===== src/rtl/i3c_rstseq_pkg.sv =====
// Shared types and defaults for the I3C reset sequencer.
package i3c_rstseq_pkg;

    localparam int unsigned CntWidth             = 16;
    localparam int unsigned StateWidth           = 3;
    localparam int unsigned DefResetHoldCycles   = 16;
    localparam int unsigned DefDoneTimeoutCycles = 1024;

    typedef enum logic [StateWidth-1:0] {
        StIdle     = 3'd0,
        StAssert   = 3'd1,
        StRelease  = 3'd2,
        StDone     = 3'd3,
        StEscalate = 3'd4
    } rstseq_state_e;

endpackage


===== src/rtl/i3c_rstseq_cnt.sv =====
// 16-bit load/decrement counter with zero flag; decrement saturates at zero.
module i3c_rstseq_cnt
    import i3c_rstseq_pkg::*;
(
    input  logic                clk_i,
    input  logic                rst_ni,
    input  logic                load_i,
    input  logic [CntWidth-1:0] load_val_i,
    input  logic                dec_i,
    output logic [CntWidth-1:0] count_o,
    output logic                zero_o
);

    logic [CntWidth-1:0] cnt_q, cnt_d;

    always_comb begin
        cnt_d = cnt_q;
        if (load_i) begin
            cnt_d = load_val_i;
        end else if (dec_i && (cnt_q != '0)) begin
            cnt_d = cnt_q - CntWidth'(1);
        end
    end

    always_ff @(posedge clk_i or negedge rst_ni) begin
        if (!rst_ni) begin
            cnt_q <= '0;
        end else begin
            cnt_q <= cnt_d;
        end
    end

    assign count_o = cnt_q;
    assign zero_o  = (cnt_q == '0);

endmodule


===== src/rtl/i3c_reset_sequencer.sv =====
// Peripheral reset sequencer driven by the I3C core: hold, release, ready wait, escalation.
// Optional ready-wait timeout is built when I3C_RSTSEQ_TIMEOUT_EN is defined.
module i3c_reset_sequencer
    import i3c_rstseq_pkg::*;
#(
    parameter int unsigned ResetHoldCycles   = DefResetHoldCycles,
    parameter int unsigned DoneTimeoutCycles = DefDoneTimeoutCycles
) (
    input  logic                  clk_i,
    input  logic                  rst_ni,
    input  logic                  peripheral_reset_i,
    input  logic                  escalated_reset_i,
    input  logic                  recovery_image_activated_i,
    input  logic                  periph_ready_i,
    input  logic                  sys_reset_ack_i,
    output logic                  periph_rst_no,
    output logic                  peripheral_reset_done_o,
    output logic                  sys_reset_req_o,
    output logic                  busy_o,
    output logic                  timeout_o,
    output logic [StateWidth-1:0] state_o
);

    rstseq_state_e       state_q, state_d;
    logic                per_q, rec_q;
    logic                trigger, timeout_hit;
    logic                rst_n_q, done_q, sys_req_q, busy_q;
    logic                hold_load, hold_dec, hold_zero, hold_expired;
    logic [CntWidth-1:0] hold_cnt;
    logic                wait_expired;

    assign trigger = (peripheral_reset_i & ~per_q) | (recovery_image_activated_i & ~rec_q);

    always_comb begin
        state_d     = state_q;
        timeout_hit = 1'b0;
        if (escalated_reset_i) begin
            state_d = StEscalate;
        end else begin
            case (state_q)
                StIdle:     if (trigger) state_d = StAssert;
                StAssert:   if (!trigger && hold_expired) state_d = StRelease;
                StRelease: begin
                    if (trigger) begin
                        state_d = StAssert;
                    end else if (periph_ready_i) begin
                        state_d = StDone;
                    end else if (wait_expired) begin
                        state_d     = StEscalate;
                        timeout_hit = 1'b1;
                    end
                end
                StDone:     if (!peripheral_reset_i) state_d = StIdle;
                StEscalate: if (sys_reset_ack_i) state_d = StIdle;
                default:    state_d = StIdle;
            endcase
        end
    end

    // Counter holds the remaining low cycles including the current one, so exit at 1.
    assign hold_load    = (state_d == StAssert) && ((state_q != StAssert) || trigger);
    assign hold_dec     = (state_q == StAssert) && !hold_load;
    assign hold_expired = (hold_cnt == CntWidth'(1)) || hold_zero;

    i3c_rstseq_cnt u_hold_cnt (
        .clk_i      (clk_i),
        .rst_ni     (rst_ni),
        .load_i     (hold_load),
        .load_val_i (CntWidth'(ResetHoldCycles)),
        .dec_i      (hold_dec),
        .count_o    (hold_cnt),
        .zero_o     (hold_zero)
    );

`ifdef I3C_RSTSEQ_TIMEOUT_EN
    logic                wait_load, wait_zero, timeout_q;
    logic [CntWidth-1:0] wait_cnt;

    assign wait_load    = (state_d == StRelease) && (state_q != StRelease);
    assign wait_expired = (wait_cnt == CntWidth'(1)) || wait_zero;

    i3c_rstseq_cnt u_wait_cnt (
        .clk_i      (clk_i),
        .rst_ni     (rst_ni),
        .load_i     (wait_load),
        .load_val_i (CntWidth'(DoneTimeoutCycles)),
        .dec_i      (state_q == StRelease),
        .count_o    (wait_cnt),
        .zero_o     (wait_zero)
    );

    always_ff @(posedge clk_i or negedge rst_ni) begin
        if (!rst_ni) begin
            timeout_q <= 1'b0;
        end else if (timeout_hit) begin
            timeout_q <= 1'b1;
        end
    end

    assign timeout_o = timeout_q;
`else
    logic unused_cfg;

    assign wait_expired = 1'b0;
    assign timeout_o    = 1'b0;
    assign unused_cfg   = timeout_hit ^ (^CntWidth'(DoneTimeoutCycles));
`endif

    // Output flops take the next state so every output is a register.
    always_ff @(posedge clk_i or negedge rst_ni) begin
        if (!rst_ni) begin
            state_q   <= StIdle;
            per_q     <= 1'b0;
            rec_q     <= 1'b0;
            rst_n_q   <= 1'b0;
            done_q    <= 1'b0;
            sys_req_q <= 1'b0;
            busy_q    <= 1'b0;
        end else begin
            state_q   <= state_d;
            per_q     <= peripheral_reset_i;
            rec_q     <= recovery_image_activated_i;
            rst_n_q   <= !((state_d == StAssert) || (state_d == StEscalate));
            done_q    <= (state_d == StDone);
            sys_req_q <= (state_d == StEscalate);
            busy_q    <= (state_d != StIdle);
        end
    end

    assign periph_rst_no           = rst_n_q;
    assign peripheral_reset_done_o = done_q;
    assign sys_reset_req_o         = sys_req_q;
    assign busy_o                  = busy_q;
    assign state_o                 = state_q;

endmodule


===== config.mk =====
export PLATFORM = sky130hd
export DESIGN_NAME = i3c_reset_sequencer
export DESIGN_NICKNAME = d
export VERILOG_FILES = /design/src/rtl/i3c_rstseq_pkg.sv /design/src/rtl/i3c_rstseq_cnt.sv /design/src/rtl/i3c_reset_sequencer.sv
export SDC_FILE = /design/constraint.sdc
export NUM_CORES = 1
export LEC_CHECK = 0
export BUFFER_PORTS_ARGS = -buffer_cell sky130_fd_sc_hd__clkbuf_2
export CAP_MARGIN = 20
export CORE_ASPECT_RATIO = 1.75
export CORE_MARGIN = 5
export CORE_UTILIZATION = 25
export CTS_CLUSTER_DIAMETER = 120
export DETAILED_ROUTE_END_ITERATION = 10
export PLACE_DENSITY_LB_ADDON = 0.08
export SLEW_MARGIN = 5
export SYNTH_ARGS = -nofsm -noshare
export SYNTH_HDL_FRONTEND = slang
export SYNTH_SLANG_ARGS = --single-unit

===== constraint.sdc =====
create_clock -name clk_i -period 4.3 [get_ports clk_i]
set_clock_uncertainty 0.2 [all_clocks]
set_input_delay 0.645 -clock clk_i [delete_from_list [all_inputs] [get_ports clk_i]]
set_output_delay 0.645 -clock clk_i [all_outputs]
set_load 0.01 [all_outputs]

==> impl_metrics.py <==
metrics = {
    "global_route": {
        "antenna_found_initial": 0,
        "grt_max_degree": 26,
        "grt-ovfl-total": 0,
        "grt_pass1_vias": 1248,
        "grt_pass1_wl_um": 6240,
        "track_usage": 0.110,
    },
    "power_and_ir_drop": {
        "switchingPower_uw": 247,
        "p_comb_frac": 0.304,
        "vdd_drop_max_v": 0.000117,
        "p_per_area_nw_per_um2": 396,
        "seq_power_share": 0.466,
        "power_uw": 643,
        "power.internal_uw": 396,
        "p_leak_uw": 0.000679,
        "power.share.clock": 0.229,
        "p_sw_frac": 0.384,
    },
    "routing": {
        "wire_per_inst_um": 15.6,
        "ant_nets": 0,
        "vias": 1186,
        "via_per_inst": 4.98,
        "drcViolationCount": 0,
        "initialDrtViolationCount": 41,
        "dr.pass1.iters": 3,
        "drt_wl_total_um": 3710,
    },
    "floorplan": {
        "dieArea_sq_um": 7480,
        "row_count": 36,
        "initial_utilization": 0.258,
        "core_sq_um": 5630,
        "ios": 15,
        "dieWidth_um": 67.6,
        "die_h_um": 111,
    },
    "finish": {
        "areaGrowthSynthToFinish_pct": 11.9,
        "drive_gt1_frac": 0.142,
        "regArea_sq_um": 626,
        "n_antenna_cell": 0,
        "final_util": 0.288,
        "fillers": 607,
        "nets": 173,
        "design_area_sq_um": 1620,
        "multi_input_area_sq_um": 773,
    },
    "job": {
        "maxCapViolCount": 0,
    },
    "sta": {
        "rsz0062_at_grt": "no",
        "hold_viol_final": 0,
        "worstMarginPinSlew_ns": 0.837,
        "fin_crit_ns": 2.52,
        "drv_slew": 0,
        "setup-tns-final_ns": 0,
        "period_share": 0.586,
        "finalSetupViolations": 0,
        "fin_hold_ws_ns": 0.184,
        "fmax_ghz": 0.397,
        "slew_headroom": 0.441,
    },
    "placed_design": {
        "place_area_sq_um": 1570,
        "place_congestion": 0.778,
        "dp_hpwl_um": 2830,
        "portBuffers": 13,
    },
    "logic_synthesis": {
        "synthTopCellsByCount": "25 x dfrtp_1, 14 x nand2_1, 13 x a21oi_1",
        "synthDistinctLibCells": 44,
        "netlist_instances": 154,
        "syn-num-nets": 164,
        "ys_seq_elements": 25,
        "synth.most_common_cell": "dfrtp_1",
        "synth_warnings": 0,
        "synthArstFlopShare": 1.00,
        "synth_edf_count": 0,
        "yosysSeqAreaShare": 0.431,
        "synthTopCellsByArea": "dfrtp_1 43%, mux2i_1 4.8%, a21oi_1 4.5%",
        "ys.flop_type": "dfrtp_1",
        "yosysTopAreaCellShare": 0.431,
        "netlist_area_sq_um": 1450,
        "yosysTopAreaCell": "dfrtp_1",
        "syn_avg_cell_area_sq_um": 9.42,
    },
    "clocking": {
        "cts_resized": 0,
        "clock_latency_ns": 0.28,
        "htree_num_levels": 1,
        "clock-sinks": 25,
        "post-cts-setup-buffers": 0,
        "clk_path_buf_depth": 2,
        "numCtsBuffers": 3,
        "root_buffer": "clkbuf_8",
        "hold_buffers": 0,
        "cts_tree": "yes",
        "clkTransAtPathRegs_ns": 0.10,
    },
    "setup_path": {
        "cp.arrival_ns": 2.53,
        "endpoint_kind": "flop",
        "worstSetupPathType": "flop to flop",
        "start_kind": "flop",
        "worstPathMaxFanout": 7,
        "worstPathRequired_ns": 4.31,
    },
    "min_path": {
        "min_path_type": "primary input to asynchronous set/reset pin",
    },
    "outcome": {
        "run_status": "completed",
    },
}
-- layout by cell type (no fill, tap or decap), types with 2 or more instances in the layout --
cell type,n
nor2_1,5
clkbuf_2,13
o21ai_0,6
mux2i_1,7
nor3_1,6
inv_1,2
a211oi_1,2
or3_1,4
nor2b_1,2
or4_1,5
nor4_1,6
clkbuf_8,3
ha_1,3
a21oi_1,13
nand2_1,14
nand2b_1,8
a2111oi_0,2
dfrtp_1,25
or2_2,3
o31ai_1,4
nand4bb_1,2
nand4b_1,2
o211ai_1,3
o21bai_1,2
-- logic make-up after synthesis --
group           after synthesis  synth area share
simple gates                 64             0.261
fa+ha+maj                     3            0.0259
flops                        25             0.431
mux                           7            0.0483
buf+inv                      12            0.0354
compound gates               42             0.196
other cells                   1           0.00259
-- per-stage QoR --
step | cells | setup WS [ns]
after floorplan | 154 | 1.92
after global placement | 234 | 1.85
after detailed placement | 234 | 1.80
after CTS | 238 | 1.78
after global routing | 238 | 1.69
final | 238 | 1.78
-- worst max-delay path: stages (launching register included) --
cell,delay [ns]
dfrtp_1,0.41
or4_1,0.64
or4_4,0.56
or4_1,0.48
a21oi_1,0.16
-- layer usage --
layer,GRT usage,up-vias,part of all wire
met5,0,-,0
met3,0.0172,7,0.029
met4,0.0515,0,0.027
met1,0.123,573,0.39
li1,-,589,-
met2,0.193,17,0.55
-- power groups by stage --
stage                     Sequential, uW  Clock (uW)  Combinational, uW
after global routing                 305         163                224
after CTS                            300         156                199
after global placement               303           0                198
after detailed placement             305           0                198
after floorplan                      289           0                156
final                                300         147                195
-- final cells by class --
cell class / count / share of cell area
Clock buffer: 3 / 0.0254
Sequential cell: 25 / 0.386
Timing Repair Buffer: 14 / 0.0447
Clock inverter: 1 / 0.00463
Inverter: 2 / 0.00463
Multi-Input combinational cell: 117 / 0.476
Tap cell: 76 / 0.0586
-- sequential cells by signal, indices dropped and copies added (netlist names) --
register / count
periph_rst_no: 1
u_hold_cnt.count_o: 16
per_q: 1
sys_reset_req_o: 1
rec_q: 1
peripheral_reset_done_o: 1
busy_o: 1
state_o: 3
-- worst paths after layout --
check	start	end	slack [ns]	cells past startpoint
max reg2reg	u_hold_cnt.count_o[5]	u_hold_cnt.count_o[14]	1.78	4
min in group clk_i	recovery_image_activated_i	rec_q	0.30	1
min	rst_ni	u_hold_cnt.count_o[14]	0.18	1
min reg2reg	u_hold_cnt.count_o[15]	u_hold_cnt.count_o[15]	0.35	2
max	u_hold_cnt.count_o[5]	u_hold_cnt.count_o[14]	1.78	4
max in group asynchronous	rst_ni	u_hold_cnt.count_o[1]	3.28	1
No activity file was read; power rests on OpenSTA's default activity.
